`src/rtl/window_stream_gen.sv`:
```
// Streaming KxK sliding-window generator.
// Takes a raster-order pixel stream over valid/ready, keeps K-1 previous image
// lines in line buffers and a KxK window shift register, and emits every
// complete window (subject to STRIDE) one cycle after its bottom-right pixel
// is accepted, together with the window's top-left image coordinates.
// The output stage is a single register slice, so a pixel can be accepted in
// the same cycle the previous window is handed off.

module window_stream_gen #(
    parameter int IMG_W     = 7,
    parameter int IMG_H     = 7,
    parameter int K         = 3,
    parameter int WIDTH_BIT = 8,
    parameter int STRIDE    = 1
) (
    input  logic                         clock,
    input  logic                         nreset,
    input  logic                         in_valid,
    output logic                         in_ready,
    input  logic [WIDTH_BIT-1:0]         in_pixel,
    output logic                         out_valid,
    input  logic                         out_ready,
    output logic [K*K*WIDTH_BIT-1:0]     out_window,
    output logic [$clog2(IMG_H)-1:0]     out_row,
    output logic [$clog2(IMG_W)-1:0]     out_col,
    output logic                         out_last
);

    localparam int RW = $clog2(IMG_H);
    localparam int CW = $clog2(IMG_W);

    // Bottom-right pixel position of the last window emitted in a frame.
    localparam int LAST_ROW = (K - 1) + ((IMG_H - K) / STRIDE) * STRIDE;
    localparam int LAST_COL = (K - 1) + ((IMG_W - K) / STRIDE) * STRIDE;

    // FILL: the first K-1 rows of a frame, only priming the line buffers.
    // RUN : rows K-1 and below, where the window register is live.
    typedef enum logic {
        FILL = 1'b0,
        RUN  = 1'b1
    } state_t;

    // Control and output registers.
    state_t                      state_q;
    logic [RW-1:0]               row_q;
    logic [CW-1:0]               col_q;
    logic                        out_valid_q;
    logic                        out_last_q;
    logic [RW-1:0]               out_row_q;
    logic [CW-1:0]               out_col_q;
    logic [K*K*WIDTH_BIT-1:0]    out_window_q;

    // Line buffers: lb_q[0] holds the oldest line, lb_q[K-2] the line just above
    // the current one. All K-1 lines share the column pointer col_q.
    logic [WIDTH_BIT-1:0]        lb_q [K-1][IMG_W];

    // Window shift register, win_q[row][col], column K-1 is the newest.
    logic [WIDTH_BIT-1:0]        win_q [K][K];
    logic [WIDTH_BIT-1:0]        win_d [K][K];
    logic [WIDTH_BIT-1:0]        new_col [K];
    logic [K*K*WIDTH_BIT-1:0]    win_flat;

    // Handshake and position decode.
    logic                        accept;
    logic                        xfer;
    logic                        col_wrap;
    logic                        row_wrap;
    logic [RW-1:0]               row_off;
    logic [CW-1:0]               col_off;
    logic                        row_aligned;
    logic                        col_aligned;
    logic                        col_ready;
    logic                        emit;
    logic                        emit_last;

    // One-deep output slice: free when empty or being drained this cycle.
    assign in_ready = !out_valid_q || out_ready;
    assign accept   = in_valid && in_ready;
    assign xfer     = out_valid_q && out_ready;

    assign col_wrap = (col_q == CW'(IMG_W - 1));
    assign row_wrap = (row_q == RW'(IMG_H - 1));

    // Candidate window origin for the pixel at (row_q, col_q). Only meaningful
    // once row_q >= K-1 (guaranteed in RUN) and col_q >= K-1 (col_ready).
    assign row_off     = row_q - RW'(K - 1);
    assign col_off     = col_q - CW'(K - 1);
    assign row_aligned = ((32'(row_off) % 32'(STRIDE)) == 32'd0);
    assign col_aligned = ((32'(col_off) % 32'(STRIDE)) == 32'd0);

    // The column gate also flushes stale columns left over from the previous
    // row: after a row wrap the window needs K fresh shifts before it is whole.
    assign col_ready = (col_q >= CW'(K - 1));

    assign emit      = accept && (state_q == RUN) && col_ready && row_aligned && col_aligned;
    assign emit_last = (row_q == RW'(LAST_ROW)) && (col_q == CW'(LAST_COL));

    // Build the incoming window column and the shifted window it produces.
    always_comb begin
        // NOTE: every combinational output gets a default before any loop or
        // branch, so no path leaves it unassigned and no latch is inferred.
        new_col  = '{default: '0};
        win_d    = win_q;
        win_flat = '0;

        for (int k = 0; k < K - 1; k++) begin
            new_col[k] = lb_q[k][col_q];
        end
        new_col[K-1] = in_pixel;

        for (int i = 0; i < K; i++) begin
            for (int j = 0; j < K - 1; j++) begin
                win_d[i][j] = win_q[i][j+1];
            end
            win_d[i][K-1] = new_col[i];
        end

        for (int i = 0; i < K; i++) begin
            for (int j = 0; j < K; j++) begin
                win_flat[(i*K+j)*WIDTH_BIT +: WIDTH_BIT] = win_d[i][j];
            end
        end
    end

    // Line buffers: on every accept, age the current column by one line and
    // store the new pixel as the most recent line.
    // NOTE: storage arrays carry no reset; every entry is rewritten during the
    // FILL rows before it is ever read, so a reset would only cost area.
    always_ff @(posedge clock) begin
        if (accept) begin
            for (int k = 0; k < K - 2; k++) begin
                lb_q[k][col_q] <= lb_q[k+1][col_q];
            end
            lb_q[K-2][col_q] <= in_pixel;
        end
    end

    // Window shift register: advances one column per accepted pixel in RUN.
    always_ff @(posedge clock) begin
        if (accept && (state_q == RUN)) begin
            win_q <= win_d;
        end
    end

    // Control FSM, raster counters and the registered output slice.
    always_ff @(posedge clock or negedge nreset) begin
        // NOTE: state registers use non-blocking assignments so every register
        // samples pre-edge values regardless of statement order.
        if (!nreset) begin
            state_q      <= FILL;
            row_q        <= '0;
            col_q        <= '0;
            out_valid_q  <= 1'b0;
            out_last_q   <= 1'b0;
            out_row_q    <= '0;
            out_col_q    <= '0;
            out_window_q <= '0;
        end else begin
            if (accept) begin
                if (col_wrap) begin
                    col_q <= '0;
                    row_q <= row_wrap ? '0 : row_q + RW'(1);
                end else begin
                    col_q <= col_q + CW'(1);
                end

                unique case (state_q)
                    FILL: if (col_wrap && (row_q == RW'(K - 2))) state_q <= RUN;
                    RUN:  if (col_wrap && row_wrap)              state_q <= FILL;
                    default:                                     state_q <= FILL;
                endcase
            end

            if (emit) begin
                out_valid_q  <= 1'b1;
                out_last_q   <= emit_last;
                out_row_q    <= row_off;
                out_col_q    <= col_off;
                out_window_q <= win_flat;
            end else if (xfer) begin
                out_valid_q  <= 1'b0;
                out_last_q   <= 1'b0;
            end
        end
    end

    assign out_valid  = out_valid_q;
    assign out_last   = out_last_q;
    assign out_row    = out_row_q;
    assign out_col    = out_col_q;
    assign out_window = out_window_q;

endmodule

```
`config.mk`:
```
export PLATFORM = sky130hd
export DESIGN_NAME = window_stream_gen
export DESIGN_NICKNAME = d
export VERILOG_FILES = /design/src/rtl/window_stream_gen.sv
export SDC_FILE = /design/constraint.sdc
export NUM_CORES = 1
export LEC_CHECK = 0
export CAP_MARGIN = 15
export CELL_PAD_IN_SITES_DETAIL_PLACEMENT = 1
export CELL_PAD_IN_SITES_GLOBAL_PLACEMENT = 2
export CORE_ASPECT_RATIO = 0.5
export CORE_UTILIZATION = 39
export DETAILED_ROUTE_END_ITERATION = 6
export HOLD_SLACK_MARGIN = 0.05
export PLACE_DENSITY_LB_ADDON = 0.15
export SYNTH_ARGS = -nofsm -noshare
export SYNTH_HDL_FRONTEND = slang
export SYNTH_SLANG_ARGS = --single-unit
```
`constraint.sdc`:
```
create_clock -name clock -period 2.2 [get_ports clock]
set_input_delay 0.44 -clock clock [delete_from_list [all_inputs] [get_ports clock]]
set_output_delay 0.44 -clock clock [all_outputs]
set_load 0.05 [all_outputs]
```
==> Word-level counts from Yosys, hierarchy flattened <==
Memory sizes are Yosys's and may differ from the RTL's.
Cells that the tools add are included.
{ "word_totals": {"inputBits": 12, "mem_bits_rw": 112, "latch_bits": 0, "out_inout_bits": 81, "register_bits": 135, "elab_cells": 56, "mem_bits_ro": 0, "n_memories": 1} }
{ "memory_table": {"columns": ["name", "depth", "word_bits", "rd", "rd_clocked_by_memory_dff", "write_ports", "line_no", "source"], "rows": [
  ["lb_q", 2, 56, 2, 0, 2, "55", "logic [WIDTH_BIT-1:0] lb_q [K-1][IMG_W];"]
]} }
{ "op_classes": {"bitwise_logic": 2, "addsub": 4, "reduce_logical": 11, "n_shift": 0, "mux": 18, "n_div": 0, "n_mul": 0, "eq_ne": 3, "magnitude_cmp": 3} }
{ "ops": {"columns": ["cell", "count"], "rows": [
  ["56-bit two-way mux", 1],
  ["8-bit binary-select mux with 3-bit select", 2],
  ["8-bit two-way mux", 5],
  ["8-bit demux with 3-bit select", 1],
  ["1-bit logical AND", 7],
  ["3-bit by 1-bit adder with 3-bit output, second input constant", 2],
  ["3-bit equality test, second input constant", 2],
  ["1-bit two-way mux", 6],
  ["3-bit two-way mux", 2],
  ["3-bit by 2-bit subtractor with 3-bit output, second input constant", 2],
  ["4-bit greater-or-equal comparator, second input constant", 1],
  ["4-bit by 1-bit < comparator with 1-bit output, second input constant", 1],
  ["3-bit inverter with 4-bit output", 1],
  ["3-bit by 1-bit equality test with 1-bit output, second input constant", 1],
  ["3-bit by 2-bit greater-or-equal comparator with 1-bit output, second input constant", 1],
  ["1-bit case mux with 2 select lines", 1],
  ["2-bit AND reduction", 1],
  ["2-bit nonzero test", 1],
  ["1-bit logical NOT", 1],
  ["1-bit logical OR", 1],
  ["1-bit inverter", 1]
]} }

==> Longest topological paths before layout <==
{ "logic_depth": {"ltp_word": 6, "depth_mapped": 9, "mapped_depth_nobuf": 5} }

==> Least setup slack after synthesis <==
Ideal clock, no wire load.
{ "synth_timing": {"kind": "flip-flop to flip-flop", "from": "register out_valid_q, in the netlist out_valid", "to": "register win_q, in the netlist win_d[10] (enable)", "slack_ns": -0.373, "t_arrival_ns": 2.162, "path_stages_with_launch": 4, "synth_period_minus_slack_ns": 2.573, "required_ns": 1.789, "n_path_buf": 1, "setup_time_ns": 0.411, "path_cell_list": "dfrtp_1 nand2b_1 buf_4 and3_1"} }
{ "synth_via": {"elab_chain_len": 4} }
{ "synth_rtl": {"columns": ["element", "line_no", "source"], "rows": [
  ["start, declared", "47", "logic out_valid_q;"],
  ["start signal, assigned", "153", "out_valid_q <= 1'b0;"],
  ["start signal, assigned", "175", "out_valid_q <= 1'b1;"],
  ["start signal, assigned", "181", "out_valid_q <= 1'b0;"],
  ["1-bit logical NOT", "77", "assign in_ready = !out_valid_q || out_ready;"],
  ["1-bit logical OR", "77", null],
  ["named net in_ready", "19", "output logic in_ready,"],
  ["1-bit logical AND", "78", "assign accept = in_valid && in_ready;"],
  ["1-bit logical AND", "140", "if (accept && (state_q == RUN)) begin"],
  ["end signal, assigned", "141", "win_q <= win_d;"],
  ["end, declared", "58", "logic [WIDTH_BIT-1:0] win_q [K][K];"]
]} }
The timed path passes the listed nets, and every way through them passes these cells.
A chain may end at the register's enable or synchronous reset.

==> Worst setup path after layout <==
{ "layout_timing": {"from": "register out_window_q[42], in the netlist out_window[42]", "to": "output port out_window[42]"} }
{ "layout_rtl": {"columns": ["element", "line_no", "source"], "rows": [
  ["start, declared", "51", "logic [K*K*WIDTH_BIT-1:0] out_window_q;"],
  ["start signal, assigned", "179", "out_window_q <= win_flat;"],
  ["end, declared", "23", "output logic [K*K*WIDTH_BIT-1:0] out_window,"]
]} }
No word-level cell between the ends.

==> key figures <==
Outcome
  – Outcome: complete, no violations

Logic synthesis
  – Avg Synthesized Cell Area: 18.5 um^2
  – Synth Area in Adders: 0.00665
  – Mapped Area: 9400 um^2
  – Seq cells post-synth: 247
  – Sequential element share of the synthesized area: 0.742
  – Multiplexer share of the synthesized area: 0.142
  – Post-synthesis simple-gate area fraction: 0.0355
  – Largest family of logic cells by synthesized area: multiplexers
  – Synthesized net count: 524
  – Synth unique cells: 35
  – Synth warn: 0
  – Post-synthesis compound-gate area fraction: 0.0516
  – Gate Count Post-Synth: 507
  – Post-synthesis xor/xnor area fraction: 0.000931

STA
  – Final Hold Viols: 0
  – Period utilization: 0.981
  – Setup tns final: 0 ps
  – Tightest Pin Transition: 879 ps
  – Worst Skew: 9.13 ps
  – Slew Viols, Final: 0
  – Final setup fails: 0
  – Fmax: 463 MHz
  – Hold slack final: 445 ps
  – Relative max-transition margin: 0.414
  – RSZ-0062 raised after global routing: no
  – Minimum clock period: 2160 ps

Pwr
  – Internal: 12.1 mW
  – Sw Pwr: 7.17 mW
  – Flop pwr share: 0.370
  – Logic pwr share: 0.399
  – Worst VDD drop: 0.000581 V
  – Net Sw Frac: 0.373
  – Leak pwr: 4.82 nW
  – Power Density: 1620 nW/um^2
  – Clock power frac: 0.231

Clock network
  – Clk buf depth: 3
  – Later-pin clock latency in the skew report: 520 ps
  – TritonCTS clock tree: done
  – CTS root buf: clkbuf_16
  – Clk slew on worst S/H paths: 60 ps
  – CTS Buf Count: 24
  – H-tree levels: 1
  – CTS Sinks: 247
  – Setup Fix Bufs, Post-CTS: 0

Drt
  – Remaining antenna violation count: 0
  – Vias per cell: 5.00
  – Routed vias: 4,825
  – Top sig layer: met4
  – Metal3 WL: 611 um
  – Router iterations before antenna repair: 4
  – DRC: 0
  – WL final: 20,000 um
  – Initial DRC count: 212
  – Met1 Routed Length: 10,500 um
  – WL met2: 8510 um
  – WL per Instance: 20.7 um

Setup path
  – Critical path buffer and inverter count: 1
  – Peak fanout along the critical path: 2
  – Family with the most delay on the worst path: buffers and inverters
  – WP data arrival: 1720 ps
  – Critical Path RT: 1760 ps
  – Biggest cell delay along the critical path: 820 ps
  – Worst Setup Start Kind: flop
  – Slowest cell on crit path: clkdlybuf4s50_1
  – Setup crit end kind: primary output
  – Kind of critical path: flop to primary output
  – Worst path cell trace: clkdlybuf4s50_1

Global route
  – Total GRT Usage: 0.167
  – Grt total ovfl: 0
  – Initial antenna violation count: 0
  – Largest net degree at the start of global routing: 45
  – Vias in the first global route: 5,176
  – First-pass GRT wire length: 31,300 um

Cells and area
  – Multi-input gate area: 2240 um^2
  – Most frequent cells in the layout: 160 x edfxtp_1, 85 x dfrtp_1, 82 x clkdlybuf4s50_1, 72 x mux2_2, 48 x mux2i_1
  – Commonest non-fill, non-tap cell in the layout: edfxtp_1
  – NumNets Final: 657
  – FF/Latch Area: 6980 um^2
  – Layout fillers: 2,167
  – Post-route insts no fill: 965
  – Inserted Diodes: 0
  – Area delta synth->final: 26.6%
  – Layout cell share with drive strength beyond 1: 0.272

Floorplanning
  – Num rows: 39
  – Die ar.: 24,800 um^2
  – Effective utilization at floorplan: 0.405
  – Io pins: 93
  – Core Box Area: 23,200 um^2
  – Die Ht: 112 um
  – Die Span X: 222 um

Placed design
  – GP Congestion: 0.736
  – DP Wirelength: 12,500 um
  – Inst Count DP: 920
  – IO buf count: 92

Worst hold path
  – Hold crit path type: flop to flop

Run
  – Max Cap Viol: 0
[synth_stat cells (all sizes together)]
cell | count | area share
nand4b | 1 | 0.0016
mux2 | 76 | 0.091
buf | 24 | 0.018
inv | 3 | 0.0012
ha | 5 | 0.0067
o211a | 16 | 0.017
nor2 | 6 | 0.0029
nand3 | 2 | 0.0011
o21ai | 6 | 0.0032
nand2 | 12 | 0.0048
nand2b | 2 | 0.0013
o41ai | 1 | 0.0017
and3 | 5 | 0.0033
clkbuf | 3 | 0.0012
o31ai | 1 | 0.00080
dfrtp | 87 | 0.23
xor2 | 1 | 0.00093
a221oi | 16 | 0.026
nand3b | 16 | 0.013
a21o | 1 | 0.00080
and2 | 5 | 0.0033
a21oi | 3 | 0.0016
mux2i | 48 | 0.051
nor3b | 1 | 0.00080
nor2b | 3 | 0.0020
and3b | 1 | 0.00093
or3 | 1 | 0.00067
a2bb2oi | 1 | 0.00093
edfxtp | 160 | 0.51
[per-layer routing]
metal,vias up,global-route usage
li1,2218,-
met1,2505,0.251
met2,70,0.248
met3,32,0.0338
met4,0,0.0361
met5,-,0
[state kept, by name, summed over array words and instances (netlist names)]
register    count
out_col         3
lb_q          112
state_q         1
out_last        1
row_q           3
out_row         3
win_d          48
out_window     72
col_q           3
out_valid       1
[power groups by stage]
| stage | registers [mW] | logic (mW) | clock network [mW] |
|---|---|---|---|
| finish | 7.12 | 7.67 | 4.45 |
| global placement | 7.17 | 7.61 | 0 |
| floorplan | 9.28 | 2.70 | 0 |
| CTS | 7.14 | 7.76 | 4.57 |
| detailed placement | 7.22 | 7.73 | 0 |
| global route | 7.27 | 8.06 | 4.76 |
[worst paths after layout]
check / from / end / slack (ps) / depth (start not counted)
setup / recovery: out_window[42] / out_window[42] / 40 / 1
hold / removal: win_d[63] / win_d[71] / 450 / 0
setup reg to reg: col_q[1] / out_window[46] / 190 / 5
hold reg to reg: win_d[63] / win_d[71] / 450 / 0
max in group asynchronous: nreset / out_window[5] / 1080 / 3
min in group asynchronous: nreset / out_window[61] / 470 / 2
[cells by family (layout without fill, tap and decap cells)]
| family | after synthesis | in the layout |
|---|---|---|
| mux | 124 | 124 |
| fa+ha+maj | 5 | 5 |
| flops | 247 | 247 |
| buf+inv | 30 | 181 |
| compound gates | 45 | 45 |
| simple gates | 55 | 55 |
| xor+xnor | 1 | 1 |
[through the flow]
stage / total power, mW / utilization / area, um^2 / setup slack (ps)
after floorplan: 12.0 / - / 9410 / 127
after global placement: 14.8 / 0.474 / 11000 / 54.2
after detailed placement: 15.0 / 0.474 / 11000 / 50.4
after CTS: 19.5 / 0.512 / 11900 / 11.3
after global routing: 20.1 / 0.512 / 11900 / 3.68
final: 19.2 / 0.512 / 11900 / 40.7
[cell type report]
class | count | share of cell area
clock buffers | 34 | 0.0615
clock inverters | 10 | 0.0111
inverters | 3 | 0.000946
multi-input cells | 230 | 0.188
flip-flops and latches | 247 | 0.587
well taps | 307 | 0.0323
repair buffers | 134 | 0.119
[repair_timing]
action,4_1_cts,5_1_grt
endpoints found under the hold margin,36,0
setup endpoints to repair,1,6
resized for setup,1,6
pin swaps,0,0
gates cloned,0,0
hold buffers,1,0
Note: power is estimated with default switching activity, not from simulation.
